--- config.mk ---
export PLATFORM = sky130hd
export DESIGN_NAME = fb_write_scheduler_flat
export DESIGN_NICKNAME = d
export VERILOG_FILES = /design/src/rtl/fb_write_scheduler_if.sv /design/src/rtl/fb_write_scheduler.sv /design/src/flat_wrapper.sv
export SDC_FILE = /design/constraint.sdc
export NUM_CORES = 1
export LEC_CHECK = 0
export ABC_CLOCK_PERIOD_IN_PS = 3210
export BUFFER_PORTS_ARGS = -buffer_cell sky130_fd_sc_hd__buf_2
export CAP_MARGIN = 10
export CORE_UTILIZATION = 53
export CTS_CLUSTER_DIAMETER = 80
export DETAILED_ROUTE_END_ITERATION = 12
export PLACE_DENSITY = 0.78
export SYNTH_ARGS = -nofsm -noshare
export SYNTH_HDL_FRONTEND = slang
export SYNTH_SLANG_ARGS = --single-unit
--- constraint.sdc ---
create_clock -name clk -period 3.21 [get_ports clk]
set_clock_uncertainty 0.1 [all_clocks]
set_input_delay 0.642 -clock clk [delete_from_list [all_inputs] [get_ports clk]]
set_output_delay 0.642 -clock clk [all_outputs]
set_load 0.02 [all_outputs]
--- src/rtl/fb_write_scheduler_if.sv ---
// Request and framebuffer-side signal bundle for fb_write_scheduler.
// The master side is the command logic; the slave side is the scheduler.
interface fb_write_scheduler_if;
    logic        px_valid;
    logic        px_ready;
    logic [8:0]  px_x;
    logic [7:0]  px_y;
    logic [2:0]  px_color;
    logic        fill_start;
    logic [8:0]  fill_x0;
    logic [7:0]  fill_y0;
    logic [8:0]  fill_w;
    logic [7:0]  fill_h;
    logic [2:0]  fill_color;
    logic        fill_busy;
    logic        fill_done;
    logic        flush_req;
    logic [16:0] fb_addr;
    logic [2:0]  fb_data;
    logic        fb_we;
    logic        fb_flush;

    modport master (
        output px_valid, px_x, px_y, px_color,
        output fill_start, fill_x0, fill_y0, fill_w, fill_h, fill_color,
        output flush_req,
        input  px_ready, fill_busy, fill_done,
        input  fb_addr, fb_data, fb_we, fb_flush
    );

    modport slave (
        input  px_valid, px_x, px_y, px_color,
        input  fill_start, fill_x0, fill_y0, fill_w, fill_h, fill_color,
        input  flush_req,
        output px_ready, fill_busy, fill_done,
        output fb_addr, fb_data, fb_we, fb_flush
    );
endinterface

--- src/rtl/fb_write_scheduler.sv ---
// Shares the 320x240x3 framebuffer write port between a pixel host port and a
// rectangle-fill engine, clips off-screen pixels and sequences flush strobes.
module fb_write_scheduler (
    input  logic                 clk,
    input  logic                 rst_n,
    fb_write_scheduler_if.slave  bus
);
    localparam logic [9:0] SCR_W = 10'd320;
    localparam logic [8:0] SCR_H = 9'd240;

    typedef enum logic [0:0] {
        ST_IDLE = 1'b0,
        ST_RUN  = 1'b1
    } state_t;

    state_t      state_r;
    state_t      state_next_s;
    logic        finish_s;

    logic [8:0]  x0_r;
    logic [8:0]  cur_x_r;
    logic [7:0]  cur_y_r;
    logic [9:0]  x_end_r;
    logic [8:0]  y_end_r;
    logic [2:0]  color_r;
    logic        fill_left_r;

    logic        flush_pend_r;
    logic        last_fill_r;
    logic [16:0] addr_r;
    logic [2:0]  data_r;
    logic        we_r;
    logic        flush_r;
    logic        busy_r;
    logic        done_r;

    logic [9:0]  x_sum_s;
    logic [9:0]  x_end_s;
    logic [8:0]  y_sum_s;
    logic [8:0]  y_end_s;
    logic        empty_s;
    logic        fill_req_s;
    logic        px_req_s;
    logic        px_win_s;
    logic        fill_win_s;
    logic        px_on_s;
    logic        x_wrap_s;
    logic        y_last_s;
    logic        last_px_s;
    logic        start_acc_s;
    logic        we_next_s;
    logic        flush_fire_s;

    // y*320 + x as y*256 + y*64 + x; result never exceeds 76799 for on-screen inputs.
    function automatic logic [16:0] lin_addr(input logic [8:0] x, input logic [7:0] y);
        lin_addr = {1'b0, y, 8'd0} + {3'b000, y, 6'd0} + {8'd0, x};
    endfunction

    // Clipped exclusive extents of the requested rectangle.
    assign x_sum_s = {1'b0, bus.fill_x0} + {1'b0, bus.fill_w};
    assign x_end_s = (x_sum_s > SCR_W) ? SCR_W : x_sum_s;
    assign y_sum_s = {1'b0, bus.fill_y0} + {1'b0, bus.fill_h};
    assign y_end_s = (y_sum_s > SCR_H) ? SCR_H : y_sum_s;
    assign empty_s = ({1'b0, bus.fill_x0} >= x_end_s) || ({1'b0, bus.fill_y0} >= y_end_s);

    assign fill_req_s  = (state_r == ST_RUN) && fill_left_r;
    assign px_req_s    = bus.px_valid && !flush_pend_r;
    assign px_win_s    = px_req_s && (!fill_req_s || last_fill_r);
    assign fill_win_s  = fill_req_s && !px_win_s;
    assign px_on_s     = (bus.px_x < 9'd320) && (bus.px_y < 8'd240);
    assign x_wrap_s    = (({1'b0, cur_x_r}) + 10'd1) == x_end_r;
    assign y_last_s    = (({1'b0, cur_y_r}) + 9'd1) == y_end_r;
    assign last_px_s   = fill_win_s && x_wrap_s && y_last_s;
    assign start_acc_s = (state_r == ST_IDLE) && bus.fill_start && !flush_pend_r;
    assign we_next_s   = fill_win_s || (px_win_s && px_on_s);

    // A flush only fires when the next cycle has the engine idle and no write on the port.
    assign flush_fire_s = (flush_pend_r || bus.flush_req) && (state_next_s == ST_IDLE) && !we_next_s;

    assign bus.px_ready  = rst_n & px_win_s;
    assign bus.fb_addr   = addr_r;
    assign bus.fb_data   = data_r;
    assign bus.fb_we     = we_r;
    assign bus.fb_flush  = flush_r;
    assign bus.fill_busy = busy_r;
    assign bus.fill_done = done_r;

    // Fill FSM state register.
    always_ff @(posedge clk or negedge rst_n) begin
        if (!rst_n) begin
            state_r <= ST_IDLE;
        end else begin
            state_r <= state_next_s;
        end
    end

    // Fill FSM next state; an empty rectangle leaves RUN after a single cycle.
    always_comb begin
        state_next_s = state_r;
        finish_s     = 1'b0;
        case (state_r)
            ST_IDLE: begin
                if (start_acc_s) begin
                    state_next_s = ST_RUN;
                end else begin
                    state_next_s = ST_IDLE;
                end
            end
            ST_RUN: begin
                if (!fill_left_r || last_px_s) begin
                    state_next_s = ST_IDLE;
                    finish_s     = 1'b1;
                end else begin
                    state_next_s = ST_RUN;
                end
            end
            default: begin
                state_next_s = ST_IDLE;
                finish_s     = 1'b0;
            end
        endcase
    end

    // Command latch and row-major walker.
    always_ff @(posedge clk or negedge rst_n) begin
        if (!rst_n) begin
            x0_r        <= 9'd0;
            cur_x_r     <= 9'd0;
            cur_y_r     <= 8'd0;
            x_end_r     <= 10'd0;
            y_end_r     <= 9'd0;
            color_r     <= 3'd0;
            fill_left_r <= 1'b0;
        end else if (start_acc_s) begin
            x0_r        <= bus.fill_x0;
            cur_x_r     <= bus.fill_x0;
            cur_y_r     <= bus.fill_y0;
            x_end_r     <= x_end_s;
            y_end_r     <= y_end_s;
            color_r     <= bus.fill_color;
            fill_left_r <= !empty_s;
        end else if (fill_win_s) begin
            if (x_wrap_s) begin
                cur_x_r <= x0_r;
                cur_y_r <= cur_y_r + 8'd1;
                if (y_last_s) begin
                    fill_left_r <= 1'b0;
                end
            end else begin
                cur_x_r <= cur_x_r + 9'd1;
            end
        end
    end

    // Registered write port, status outputs, flush tracking and round-robin flag.
    always_ff @(posedge clk or negedge rst_n) begin
        if (!rst_n) begin
            addr_r       <= 17'd0;
            data_r       <= 3'd0;
            we_r         <= 1'b0;
            flush_r      <= 1'b0;
            busy_r       <= 1'b0;
            done_r       <= 1'b0;
            flush_pend_r <= 1'b0;
            last_fill_r  <= 1'b1;
        end else begin
            we_r <= we_next_s;
            if (fill_win_s) begin
                addr_r <= lin_addr(cur_x_r, cur_y_r);
                data_r <= color_r;
            end else if (px_win_s && px_on_s) begin
                addr_r <= lin_addr(bus.px_x, bus.px_y);
                data_r <= bus.px_color;
            end
            busy_r       <= (state_next_s == ST_RUN) || finish_s;
            done_r       <= finish_s;
            flush_r      <= flush_fire_s;
            flush_pend_r <= (flush_pend_r || bus.flush_req) && !flush_fire_s;
            if (px_win_s) begin
                last_fill_r <= 1'b0;
            end else if (fill_win_s) begin
                last_fill_r <= 1'b1;
            end
        end
    end
endmodule

--- src/flat_wrapper.sv ---
// flat-port wrapper written by rule: the top's interface ports become plain ports
module fb_write_scheduler_flat 
  (clk, rst_n, bus_px_valid, bus_px_x, bus_px_y, bus_px_color, bus_fill_start, bus_fill_x0, bus_fill_y0, bus_fill_w, bus_fill_h, bus_fill_color, bus_flush_req, bus_px_ready, bus_fill_busy, bus_fill_done, bus_fb_addr, bus_fb_data, bus_fb_we, bus_fb_flush);
  fb_write_scheduler_if bus_i ();
  input  logic clk;
  input  logic rst_n;
  input wire logic [$bits(bus_i.px_valid)-1:0] bus_px_valid;
  input wire logic [$bits(bus_i.px_x)-1:0] bus_px_x;
  input wire logic [$bits(bus_i.px_y)-1:0] bus_px_y;
  input wire logic [$bits(bus_i.px_color)-1:0] bus_px_color;
  input wire logic [$bits(bus_i.fill_start)-1:0] bus_fill_start;
  input wire logic [$bits(bus_i.fill_x0)-1:0] bus_fill_x0;
  input wire logic [$bits(bus_i.fill_y0)-1:0] bus_fill_y0;
  input wire logic [$bits(bus_i.fill_w)-1:0] bus_fill_w;
  input wire logic [$bits(bus_i.fill_h)-1:0] bus_fill_h;
  input wire logic [$bits(bus_i.fill_color)-1:0] bus_fill_color;
  input wire logic [$bits(bus_i.flush_req)-1:0] bus_flush_req;
  output wire logic [$bits(bus_i.px_ready)-1:0] bus_px_ready;
  output wire logic [$bits(bus_i.fill_busy)-1:0] bus_fill_busy;
  output wire logic [$bits(bus_i.fill_done)-1:0] bus_fill_done;
  output wire logic [$bits(bus_i.fb_addr)-1:0] bus_fb_addr;
  output wire logic [$bits(bus_i.fb_data)-1:0] bus_fb_data;
  output wire logic [$bits(bus_i.fb_we)-1:0] bus_fb_we;
  output wire logic [$bits(bus_i.fb_flush)-1:0] bus_fb_flush;
  assign bus_i.px_valid = bus_px_valid;
  assign bus_i.px_x = bus_px_x;
  assign bus_i.px_y = bus_px_y;
  assign bus_i.px_color = bus_px_color;
  assign bus_i.fill_start = bus_fill_start;
  assign bus_i.fill_x0 = bus_fill_x0;
  assign bus_i.fill_y0 = bus_fill_y0;
  assign bus_i.fill_w = bus_fill_w;
  assign bus_i.fill_h = bus_fill_h;
  assign bus_i.fill_color = bus_fill_color;
  assign bus_i.flush_req = bus_flush_req;
  assign bus_px_ready = bus_i.px_ready;
  assign bus_fill_busy = bus_i.fill_busy;
  assign bus_fill_done = bus_i.fill_done;
  assign bus_fb_addr = bus_i.fb_addr;
  assign bus_fb_data = bus_i.fb_data;
  assign bus_fb_we = bus_i.fb_we;
  assign bus_fb_flush = bus_i.fb_flush;
  fb_write_scheduler u_core (.clk(clk), .rst_n(rst_n), .bus(bus_i));
endmodule
==> impl_metrics.json, run 1 <==
{
  "synth_enable_flop_cells": 0,
  "nets": 983,
  "detailedRoute.firstPassIterationCount": 5,
  "crit_path_max_fanout": 6,
  "tightestPinTransition_ps": 956.4,
  "postLayoutCellArea_mm2": 0.007958,
  "post_drt_via_cell_ratio": 5.914,
  "grt_max_degree": 77,
  "detail_route.wirelength_mm": 16.59,
  "predominant_post_synthesis_flop_cell": "sky130_fd_sc_hd__dfrtp_1",
  "cts-root-buf": "sky130_fd_sc_hd__clkbuf_16",
  "violations": "negative setup slack",
  "drive_gt1_frac": 0.3189,
  "finalWeightedCongestion": 0.9246,
  "cts_max_path_buffers": 2,
  "route.vias.total": 5890,
  "worst_setup_hold_path_clk_slew_ps": 60,
  "post-layout-total-power_mw": 6.867,
  "layout.core_utilization": 0.7277,
  "die_w_um": 108.2,
  "outcome": "finished, violations left",
  "busiest_layer": "met2",
  "whs_ps": 368.8,
  "syn-num-nets": 815,
  "fin_crit_ps": 3591,
  "track_usage": 0.2801,
  "die_h_um": 108.2,
  "grt.met3_usage": 0.03255,
  "finalCritPeriodShare": 1.119,
  "async_reset_ff_frac": 1.000,
  "synth.avg_cell_area_um2": 8.755,
  "critical_path.cell_chain": "buf_8, ha_4, a21o_1, a211o_4, xor2_2, o41ai_2, nand2_1, a21oi_4, nand2_4, ha_4, a21o_1, a21oi_2, nor2_1, a211oi_2, o221ai_2, a21oi_2, o2bb2ai_1",
  "synth-seq-area-share": 0.3183,
  "clock_tree_from_tritoncts": "yes",
  "yosysTopAreaCellShare": 0.3139,
  "grt.overflow.total": 0,
  "ctsHtreeMaxLevel": 3,
  "yosysWarningCount": 0,
  "number_of_global_route_vias_before_repair": 5706,
  "floorplan.io_pins": 87,
  "antenna_found_initial": 0,
  "critical_path.max_stage_delay_ps": 370,
  "synth_most_common_cell": "sky130_fd_sc_hd__nand2_1",
  "placedInstanceArea_mm2": 0.007271,
  "critPathCaptureType": "flop",
  "max_freq_mhz": 278.4,
  "hpwl_mm": 12.04,
  "drt_drc_violations_left": 0,
  "crit_slowest_cell": "sky130_fd_sc_hd__a211o_4",
  "max_cap_violations": 0,
  "start_kind": "input pin",
  "timing.max_slew.rel_slack": 0.3624,
  "final_count_of_hold_timing_violations": 0,
  "critPathTopFamily": "compound AO/OA/AOI/OAI gates",
  "power.ir.vdd_worst_uv": 462.0,
  "detail-route-antenna-nets": 0,
  "tritoncts.num_buffers": 9,
  "finalSetupTns_ps": -381.3,
  "antenna_cells_inserted": 0,
  "place.port_buffers": 86,
  "cp_data_arrival_time_ps": 3750,
  "grt_setup_unrepaired": "yes",
  "setup.worst_path.class": "in -> reg",
  "grt_pass1_wl_mm": 26.03,
  "worstHoldPathType": "reg -> reg",
  "ys_seq_elements": 76,
  "final_max_slew_viol_count": 0,
  "synthesis.instances": 683,
  "floorplan.initialDensity": 0.5468,
  "post_synth_instance_area_mm2": 0.005979,
  "synth.largest_area_cell": "sky130_fd_sc_hd__dfrtp_1",
  "dr.first_iter.drc_count": 422,
  "required_ps": 3370,
  "met1_track_demand_over_resource": 0.3614,
  "total_leakage_power_nw": 3.732,
  "core.rowCount": 38,
  "pwr_density_cell_mw_per_mm2": 863.0,
  "routedWlPerCell_um": 16.66,
  "path_buf_inv": 1,
  "netlist-cell-type-count": 65,
  "met2_demand_to_capacity_share_in_global_routing": 0.4754,
  "postLayoutSetupSlackWorst_ps": -381.3,
  "clock_latency_ps": 340,
  "finalSetupViolCount": 1,
  "ctsHoldBuffers": 0,
  "top_cells_by_area_in_the_synthesized_netlist": "sky130_fd_sc_hd__dfrtp_1 31%, sky130_fd_sc_hd__ha_1 13%, sky130_fd_sc_hd__nand2_1 7.0%",
  "area_growth_pct": 33.08,
  "synthTopCellsByCount": "112 x sky130_fd_sc_hd__nand2_1, 75 x sky130_fd_sc_hd__dfrtp_1, 64 x sky130_fd_sc_hd__ha_1",
  "design.core.area_mm2": 0.01094,
  "die_area_mm2": 0.01171,
  "cts.sinks": 76
}
==> area by class of cell <==
type,count,area [um2]
Tap cell,140,175.2
Fill cell,804,2978
Clock inverter,4,47.55
Sequential cell,76,1903
Inverter,21,78.83
Timing Repair Buffer,190,1261
Clock buffer,12,256.5
Multi-Input combinational cell,553,4235
==> per-layer routing <==
layer | up-vias | part of all wire
met4 | 0 | 0.031
met2 | 228 | 0.49
met1 | 2784 | 0.43
met5 | - | 0
met3 | 45 | 0.052
li1 | 2833 | -
==> per-stage QoR <==
| stage | instances | setup WS (ps) |
|---|---|---|
| 6_report | 996 | -381.3 |
| 5_1_grt | 996 | -504.7 |
| 4_1_cts | 993 | -350.2 |
| 3_5_place_dp | 973 | -764.2 |
| 3_3_place_gp | 973 | -584.0 |
| 2_1_floorplan | 683 | -441.5 |
==> state kept, by name, summed over array words and instances, names as in the netlist <==
name / count
u_core.bus.fb_addr: 17
u_core.x_end_r: 10
u_core.cur_x_r: 9
u_core.x0_r: 9
u_core.y_end_r: 9
u_core.cur_y_r: 8
u_core.bus.fb_data: 3
u_core.color_r: 3
u_core.bus.fb_flush: 1
u_core.bus.fb_we: 1
u_core.bus.fill_busy: 1
u_core.bus.fill_done: 1
u_core.fill_left_r: 1
u_core.flush_pend_r: 1
u_core.last_fill_r: 1
u_core.state_r: 1
==> where the power goes <==
part	total [mW]	leakage [nW]	internal [mW]	switching, mW
sequential	1.81	0.932	1.41	0.399
clock	1.02	0.149	0.641	0.377
combinational	4.04	2.65	1.82	2.22
==> cell usage in the layout, fill, tap and decap left out, types with 7 or more instances in the layout <==
master,n
sky130_fd_sc_hd__o211ai_1,15
sky130_fd_sc_hd__xor2_1,12
sky130_fd_sc_hd__dfrtp_1,75
sky130_fd_sc_hd__ha_4,12
sky130_fd_sc_hd__buf_2,81
sky130_fd_sc_hd__o21ai_0,30
sky130_fd_sc_hd__inv_1,21
sky130_fd_sc_hd__nand3_1,11
sky130_fd_sc_hd__clkbuf_16,9
sky130_fd_sc_hd__nand2_1,110
sky130_fd_sc_hd__mux2i_1,9
sky130_fd_sc_hd__nor2_1,42
sky130_fd_sc_hd__or4_1,7
sky130_fd_sc_hd__a21o_1,12
sky130_fd_sc_hd__nand4_1,9
sky130_fd_sc_hd__ha_1,52
sky130_fd_sc_hd__and3_1,8
sky130_fd_sc_hd__a31oi_1,15
sky130_fd_sc_hd__xnor2_1,29
sky130_fd_sc_hd__or2_2,8
sky130_fd_sc_hd__buf_4,101
sky130_fd_sc_hd__and2_1,11
sky130_fd_sc_hd__a21oi_1,25
sky130_fd_sc_hd__o31ai_1,7
sky130_fd_sc_hd__a21oi_2,7
sky130_fd_sc_hd__a22oi_1,11
==> cell families after synthesis <==
family | share of synthesized area
multiplexers | 0.01695
buffers and inverters | 0.03850
AND/OR/NAND/NOR | 0.2011
flip-flops | 0.3183
AO/OA/AOI/OAI | 0.2011
adder cells (fa/ha/maj) | 0.1540
XOR/XNOR | 0.07010
==> what timing repair did <==
item / CTS / global route
pin swaps: 14 / 27
cloned: 0 / 1
setup buffers: 5 / 2
endpoints found under the setup margin: 1 / 8
resized for setup: 15 / 45
==> worst paths after layout <==
check / from / to / slack, ps / cells after the start
max: bus_fill_w[1] / u_core.fill_left_r / -380 / 17
min: u_core.bus.fb_addr[3] / u_core.bus.fb_addr[3] / 370 / 2
max reg2reg: u_core.cur_x_r[0] / u_core.cur_y_r[6] / 70 / 9
min reg2reg: u_core.bus.fb_addr[3] / u_core.bus.fb_addr[3] / 370 / 2
max in group asynchronous: rst_n / u_core.cur_y_r[6] / 1900 / 2
min in group asynchronous: rst_n / u_core.cur_x_r[3] / 490 / 2
==> worst min-delay path, stage by stage (launching register included) <==
cell,delay (ps)
sky130_fd_sc_hd__dfrtp_1,340
sky130_fd_sc_hd__nand2_1,50
sky130_fd_sc_hd__nand2_1,50
Power figures use the tool's default switching activity.
==> inputs of run 2 (changes only) <==
--- a/config.mk
+++ b/config.mk
@@ -10,4 +10,5 @@
 export CAP_MARGIN = 10
 export CORE_UTILIZATION = 53
+export CTS_BUF_LIST = sky130_fd_sc_hd__clkbuf_16
 export CTS_CLUSTER_DIAMETER = 80
 export DETAILED_ROUTE_END_ITERATION = 12
--- a/constraint.sdc
+++ b/constraint.sdc
@@ -3,3 +3,3 @@
 set_input_delay 0.642 -clock clk [delete_from_list [all_inputs] [get_ports clk]]
 set_output_delay 0.642 -clock clk [all_outputs]
-set_load 0.02 [all_outputs]
+set_load 0.1 [all_outputs]
==> run 2 against run 1 <==
Net effect: the run still ends with negative setup slack left; first-iteration DRC count shrank 0.71%; cell count is the same; maximum frequency up 0.42%; via count shrank 0.61%; critical path type unchanged.
==> impl_metrics.json, run 2 (synthesized netlist as in run 1, its figures left out) <==
{
  "worst_setup_hold_path_clk_slew_ps": 50,
  "finalCritPeriodShare": 1.114,
  "whs_ps": 368.9,
  "timing.max_slew.rel_slack": 0.3703,
  "tightestPinTransition_ps": 944.5,
  "cts-root-buf": "sky130_fd_sc_hd__clkbuf_16",
  "grt.overflow.total": 0,
  "antenna_cells_inserted": 0,
  "setup.worst_path.class": "in -> reg",
  "grt_setup_unrepaired": "yes",
  "crit_slowest_cell": "sky130_fd_sc_hd__a211o_4",
  "final_max_slew_viol_count": 0,
  "postLayoutCellArea_mm2": 0.007938,
  "grt_pass1_wl_mm": 25.87,
  "postLayoutSetupSlackWorst_ps": -366.2,
  "max_cap_violations": 0,
  "placedInstanceArea_mm2": 0.007271,
  "met2_demand_to_capacity_share_in_global_routing": 0.4732,
  "core.rowCount": 38,
  "largest_register_ff_count": 17,
  "die_area_mm2": 0.01171,
  "cp_data_arrival_time_ps": 3740,
  "violations": "negative setup slack",
  "reg2reg_from": "u_core.cur_x_r[0]",
  "critical_path.cell_chain": "buf_8, ha_4, a21o_1, a211o_4, xor2_2, o41ai_2, nand2_1, a21oi_4, nand2_4, ha_4, a21o_1, a21oi_2, nor2_1, a211oi_2, o221ai_2, a21oi_2, o2bb2ai_1",
  "place.port_buffers": 86,
  "clock_latency_ps": 340,
  "post_drt_via_cell_ratio": 5.878,
  "final_layout_fill_cell_count": 810,
  "cts_max_path_buffers": 2,
  "critPathCaptureType": "flop",
  "crit_path_max_fanout": 6,
  "worstHoldPathType": "reg -> reg",
  "final_count_of_hold_timing_violations": 0,
  "finalSetupTns_ps": -366.2,
  "required_ps": 3370,
  "grt.met3_usage": 0.03737,
  "busiest_layer": "met2",
  "clock_tree_from_tritoncts": "yes",
  "detailedRoute.firstPassIterationCount": 5,
  "layout_common_cells": "110 x sky130_fd_sc_hd__nand2_1, 101 x sky130_fd_sc_hd__buf_4, 81 x sky130_fd_sc_hd__buf_2, 75 x sky130_fd_sc_hd__dfrtp_1, 52 x sky130_fd_sc_hd__ha_1",
  "area_growth_pct": 32.75,
  "power.ir.vdd_worst_uv": 1046,
  "routedWlPerCell_um": 16.56,
  "grt_max_degree": 77,
  "route.vias.total": 5854,
  "detail_route.wirelength_mm": 16.50,
  "drive_gt1_frac": 0.3166,
  "start_kind": "input pin",
  "finalSetupViolCount": 1,
  "detail-route-antenna-nets": 0,
  "drt_drc_violations_left": 0,
  "track_usage": 0.2780,
  "floorplan.initialDensity": 0.5468,
  "fin_crit_ps": 3576,
  "outcome": "finished, violations left",
  "layout_commonest_cell": "sky130_fd_sc_hd__nand2_1",
  "ctsHtreeMaxLevel": 3,
  "startpoint": "bus_fill_w[1]",
  "worstHoldStart": "u_core.bus.fb_addr[3]",
  "nets": 983,
  "total_leakage_power_nw": 3.725,
  "post-layout-total-power_mw": 7.715,
  "design.core.area_mm2": 0.01094,
  "die_h_um": 108.2,
  "hpwl_mm": 12.04,
  "pwr_density_cell_mw_per_mm2": 972.0,
  "number_of_global_route_vias_before_repair": 5669,
  "dr.first_iter.drc_count": 419,
  "critical_path.max_stage_delay_ps": 370,
  "die_w_um": 108.2,
  "max_freq_mhz": 279.6,
  "finalWeightedCongestion": 0.9246,
  "floorplan.io_pins": 87,
  "cts.sinks": 76,
  "tritoncts.num_buffers": 9,
  "antenna_found_initial": 0,
  "detailedPlace.worstSlack_ps": -764.2,
  "met1_track_demand_over_resource": 0.3596
}
==> run 2: worst paths after layout <==
check                                         to  cells past startpoint  slack, ps
max reg2reg                    u_core.cur_y_r[6]                      9         80
max in group asynchronous      u_core.cur_y_r[2]                      2       1910
min reg2reg                u_core.bus.fb_addr[3]                      2        370
max                           u_core.fill_left_r                     17       -370
min in group asynchronous  u_core.bus.fb_addr[0]                      2        500
min                        u_core.bus.fb_addr[3]                      2        370
==> run 2: where the power goes <==
part | internal (mW) | total [mW] | switching, mW
clock | 0.590 | 0.967 | 0.377
sequential | 1.41 | 1.81 | 0.394
combinational | 1.82 | 4.94 | 3.12
total | 3.82 | 7.72 | 3.89
==> run 2: stage by stage <==
stage,instances,utilization
after floorplan,683,-
after global placement,973,0.6649
after detailed placement,973,0.6649
after CTS,993,0.6994
after global routing,996,0.7259
final,996,0.7259
==> run 2: worst max-delay path, delay by kind of cell <==
family | cells | cell delay, ps
AO/OA/AOI/OAI | 10 | 2040
adder cells (fa/ha/maj) | 2 | 460
XOR/XNOR | 1 | 190
AND/OR/NAND/NOR | 3 | 290
buffers and inverters | 1 | 100
==> run 2: final cells by class <==
class / instances / area, um2 / area share
clock buffers: 9 / 225.2 / 0.02837
clock inverters: 7 / 58.81 / 0.007409
inverters: 21 / 78.83 / 0.009931
multi-input cells: 553 / 4235 / 0.5336
flip-flops and latches: 76 / 1903 / 0.2398
well taps: 140 / 175.2 / 0.02207
repair buffers: 190 / 1261 / 0.1589
==> run 2: routing by layer <==
layer  routed length, um  part of all wire
met1                6967              0.42
met2                8023              0.49
met3                 981             0.059
met4                 524             0.032
met5                   0                 0
==> run 2: timing repair <==
action | 4_1_cts | 5_1_grt
hold buffers | 0 | 0
resized for setup | 15 | 45
setup buffers | 5 | 2
pin swaps | 14 | 27
setup endpoints to repair | 1 | 8
gates cloned | 0 | 1
==> inputs of run 3 (changes only) <==
Settings changed: PLACE_DENSITY 0.78 to 0.75.
==> run 3 against run 2 <==
Net effect: the run still ends with negative setup slack left; sequential cell count unchanged; final area is 1.1% lower; global-route usage decreased by 0.23 points; setup slack got worse by 130 ps; clock power rose by 25%; wire length fell by 1.9%; first-iteration DRC count shrank 17%; combinational power shrank 1%; power rose by 2.4%; hold slack worse by 310 ps; critical endpoint unchanged; largest power group unchanged; highest routed layer unchanged.
==> impl_metrics.json, run 3 (synthesized netlist as in run 1, its figures left out) <==
{
  "detail-route-antenna-nets": 0,
  "postLayoutSetupSlackWorst_ps": -499.3,
  "antenna_found_initial": 0,
  "floorplan.initialDensity": 0.5468,
  "number_of_global_route_vias_before_repair": 5664,
  "grt_pass1_wl_mm": 25.49,
  "dr.first_iter.drc_count": 348,
  "layout_commonest_cell": "sky130_fd_sc_hd__nand2_1",
  "regToRegEndpoint": "u_core.cur_y_r[3]",
  "final_max_slew_viol_count": 0,
  "finalSetupViolCount": 1,
  "seq_area_mm2": 0.001903,
  "die_w_um": 108.2,
  "critPathCaptureType": "flop",
  "area_growth_pct": 31.32,
  "finalCritPeriodShare": 1.156,
  "max_cap_violations": 0,
  "post_drt_via_cell_ratio": 5.865,
  "cts_max_path_buffers": 2,
  "critPathTopFamily": "compound AO/OA/AOI/OAI gates",
  "ctsHoldBuffers": 0,
  "dp.cells": 971,
  "die_h_um": 108.2,
  "violations": "negative setup slack",
  "grt_setup_unrepaired": "yes",
  "route.vias.total": 5853,
  "hpwl_mm": 12.20,
  "path_buf_inv": 2,
  "power.ir.vdd_worst_uv": 737.2,
  "max_freq_mhz": 269.6,
  "pwr_density_cell_mw_per_mm2": 1006,
  "worst_setup_hold_path_clk_slew_ps": 60,
  "finalSetupTns_ps": -499.3,
  "ctsHtreeMaxLevel": 3,
  "detail_route.wirelength_mm": 16.19,
  "critical_path.most_common_cell": "sky130_fd_sc_hd__a21o_1",
  "grt.overflow.total": 0,
  "design.core.area_mm2": 0.01094,
  "critical_path.max_stage_delay_ps": 350,
  "timing.reg2reg.setup_slack_ps": 100,
  "reg2reg_from": "u_core.cur_x_r[0]",
  "cts.sinks": 76,
  "crit_path_max_fanout": 6,
  "post_route_insts_no_fill": 998,
  "layout_common_cells": "110 x sky130_fd_sc_hd__nand2_1, 102 x sky130_fd_sc_hd__buf_4, 83 x sky130_fd_sc_hd__buf_2, 75 x sky130_fd_sc_hd__dfrtp_1, 55 x sky130_fd_sc_hd__ha_1",
  "timing.max_slew.rel_slack": 0.4380,
  "die_area_mm2": 0.01171,
  "core.rowCount": 38,
  "largest_register_ff_count": 17,
  "grt_max_degree": 63,
  "start_kind": "input pin",
  "reg2regPathDepth": 9,
  "tightestPinTransition_ps": 839.9,
  "track_usage": 0.2757,
  "fin_crit_ps": 3709,
  "clock_latency_ps": 340,
  "critical_path.cell_chain": "buf_8, ha_4, buf_6, a21o_1, a211o_1, xor2_2, o41ai_2, nand2_1, a21oi_4, nand2b_1, ha_2, a21o_1, a21oi_2, nor2_1, a211oi_1, o221ai_1, a21oi_1, o2bb2ai_1",
  "setup.worst_path.class": "in -> reg",
  "total_leakage_power_nw": 3.737,
  "routedWlPerCell_um": 16.22,
  "final_count_of_hold_timing_violations": 0,
  "antenna_cells_inserted": 0,
  "required_ps": 3370,
  "drive_gt1_frac": 0.2995,
  "detailedRoute.firstPassIterationCount": 5,
  "final_layout_fill_cell_count": 841,
  "multi_input_area_mm2": 0.004075,
  "crit_slowest_cell": "sky130_fd_sc_hd__a211o_1",
  "finalWeightedCongestion": 0.9325,
  "cp_data_arrival_time_ps": 3870,
  "outcome": "finished, violations left",
  "worstHoldPathType": "in -> async",
  "drt_drc_violations_left": 0,
  "nets": 985,
  "tritoncts.num_buffers": 9,
  "clock_tree_from_tritoncts": "yes",
  "cts-root-buf": "sky130_fd_sc_hd__clkbuf_16",
  "floorplan.io_pins": 87,
  "detailedPlace.worstSlack_ps": -793.2,
  "place.port_buffers": 86
}
run 3: changes by cell type in the layout (fill, tap and decap cells not counted), sizes merged:
cell / delta
buf: +2
clkinvlp: -1
clkinv: -2
bufinv: +3
run 3: where the power goes:
part / internal [mW] / switching (mW)
clock: 0.830 / 0.383
combinational: 1.79 / 3.10
sequential: 1.41 / 0.386
total: 4.04 / 3.87
run 3: layer usage:
metal	routed length (um)	GRT usage	vias up
met5	0	0	-
met4	287	0.09295	0
met3	924	0.03918	35
met2	8004	0.4809	227
met1	6971	0.3485	2765
li1	-	-	2826
run 3: worst max-delay path by stage:
stage	startpoint	end	slack [ps]	cells after the start
after floorplan	bus_fill_w[0]	u_core.fill_left_r	-440	18
after global routing	bus_fill_x0[0]	u_core.fill_left_r	-670	18
after CTS	bus_fill_x0[0]	u_core.fill_left_r	-380	18
after detailed placement	bus_fill_w[0]	u_core.fill_left_r	-790	17
final	bus_fill_x0[0]	u_core.fill_left_r	-500	18
after global placement	bus_fill_w[0]	u_core.fill_left_r	-620	18
run 3: through the flow:
| stage | util | hold slack, ps | power (mW) | instance area [um2] |
|---|---|---|---|---|
| 4_1_cts | 0.7058 | 53.30 | 7.766 | 7719 |
| 2_1_floorplan | - | 246.4 | 5.310 | 6096 |
| 3_3_place_gp | 0.6637 | 352.6 | 6.278 | 7258 |
| 6_report | 0.7181 | 56.44 | 7.903 | 7853 |
| 5_1_grt | 0.7181 | 62.34 | 8.432 | 7853 |
| 3_5_place_dp | 0.6637 | 362.3 | 6.456 | 7258 |
run 3: final cells by class:
class,instances,share of cell area
well taps,140,0.02231
multi-input cells,553,0.5190
clock buffers,9,0.02868
flip-flops and latches,76,0.2424
clock inverters,7,0.01673
inverters,21,0.01004
repair buffers,192,0.1609
run 3: what timing repair did:
item                                    CTS  global route
gates cloned                              0             1
buffers inserted                          6             4
gates resized for setup                  13            16
endpoints found under the setup margin    1             7
endpoints found under the hold margin     0             0
pin swaps                                18            17
run 3: worst register-to-register path, delay by kind of cell, from the launching register on:
| kind | cells | cell delay, ps |
|---|---|---|
| compound gates | 3 | 620 |
| xor+xnor | 1 | 170 |
| fa+ha+maj | 1 | 260 |
| buf+inv | 1 | 210 |
| flops | 1 | 410 |
| simple gates | 3 | 1260 |
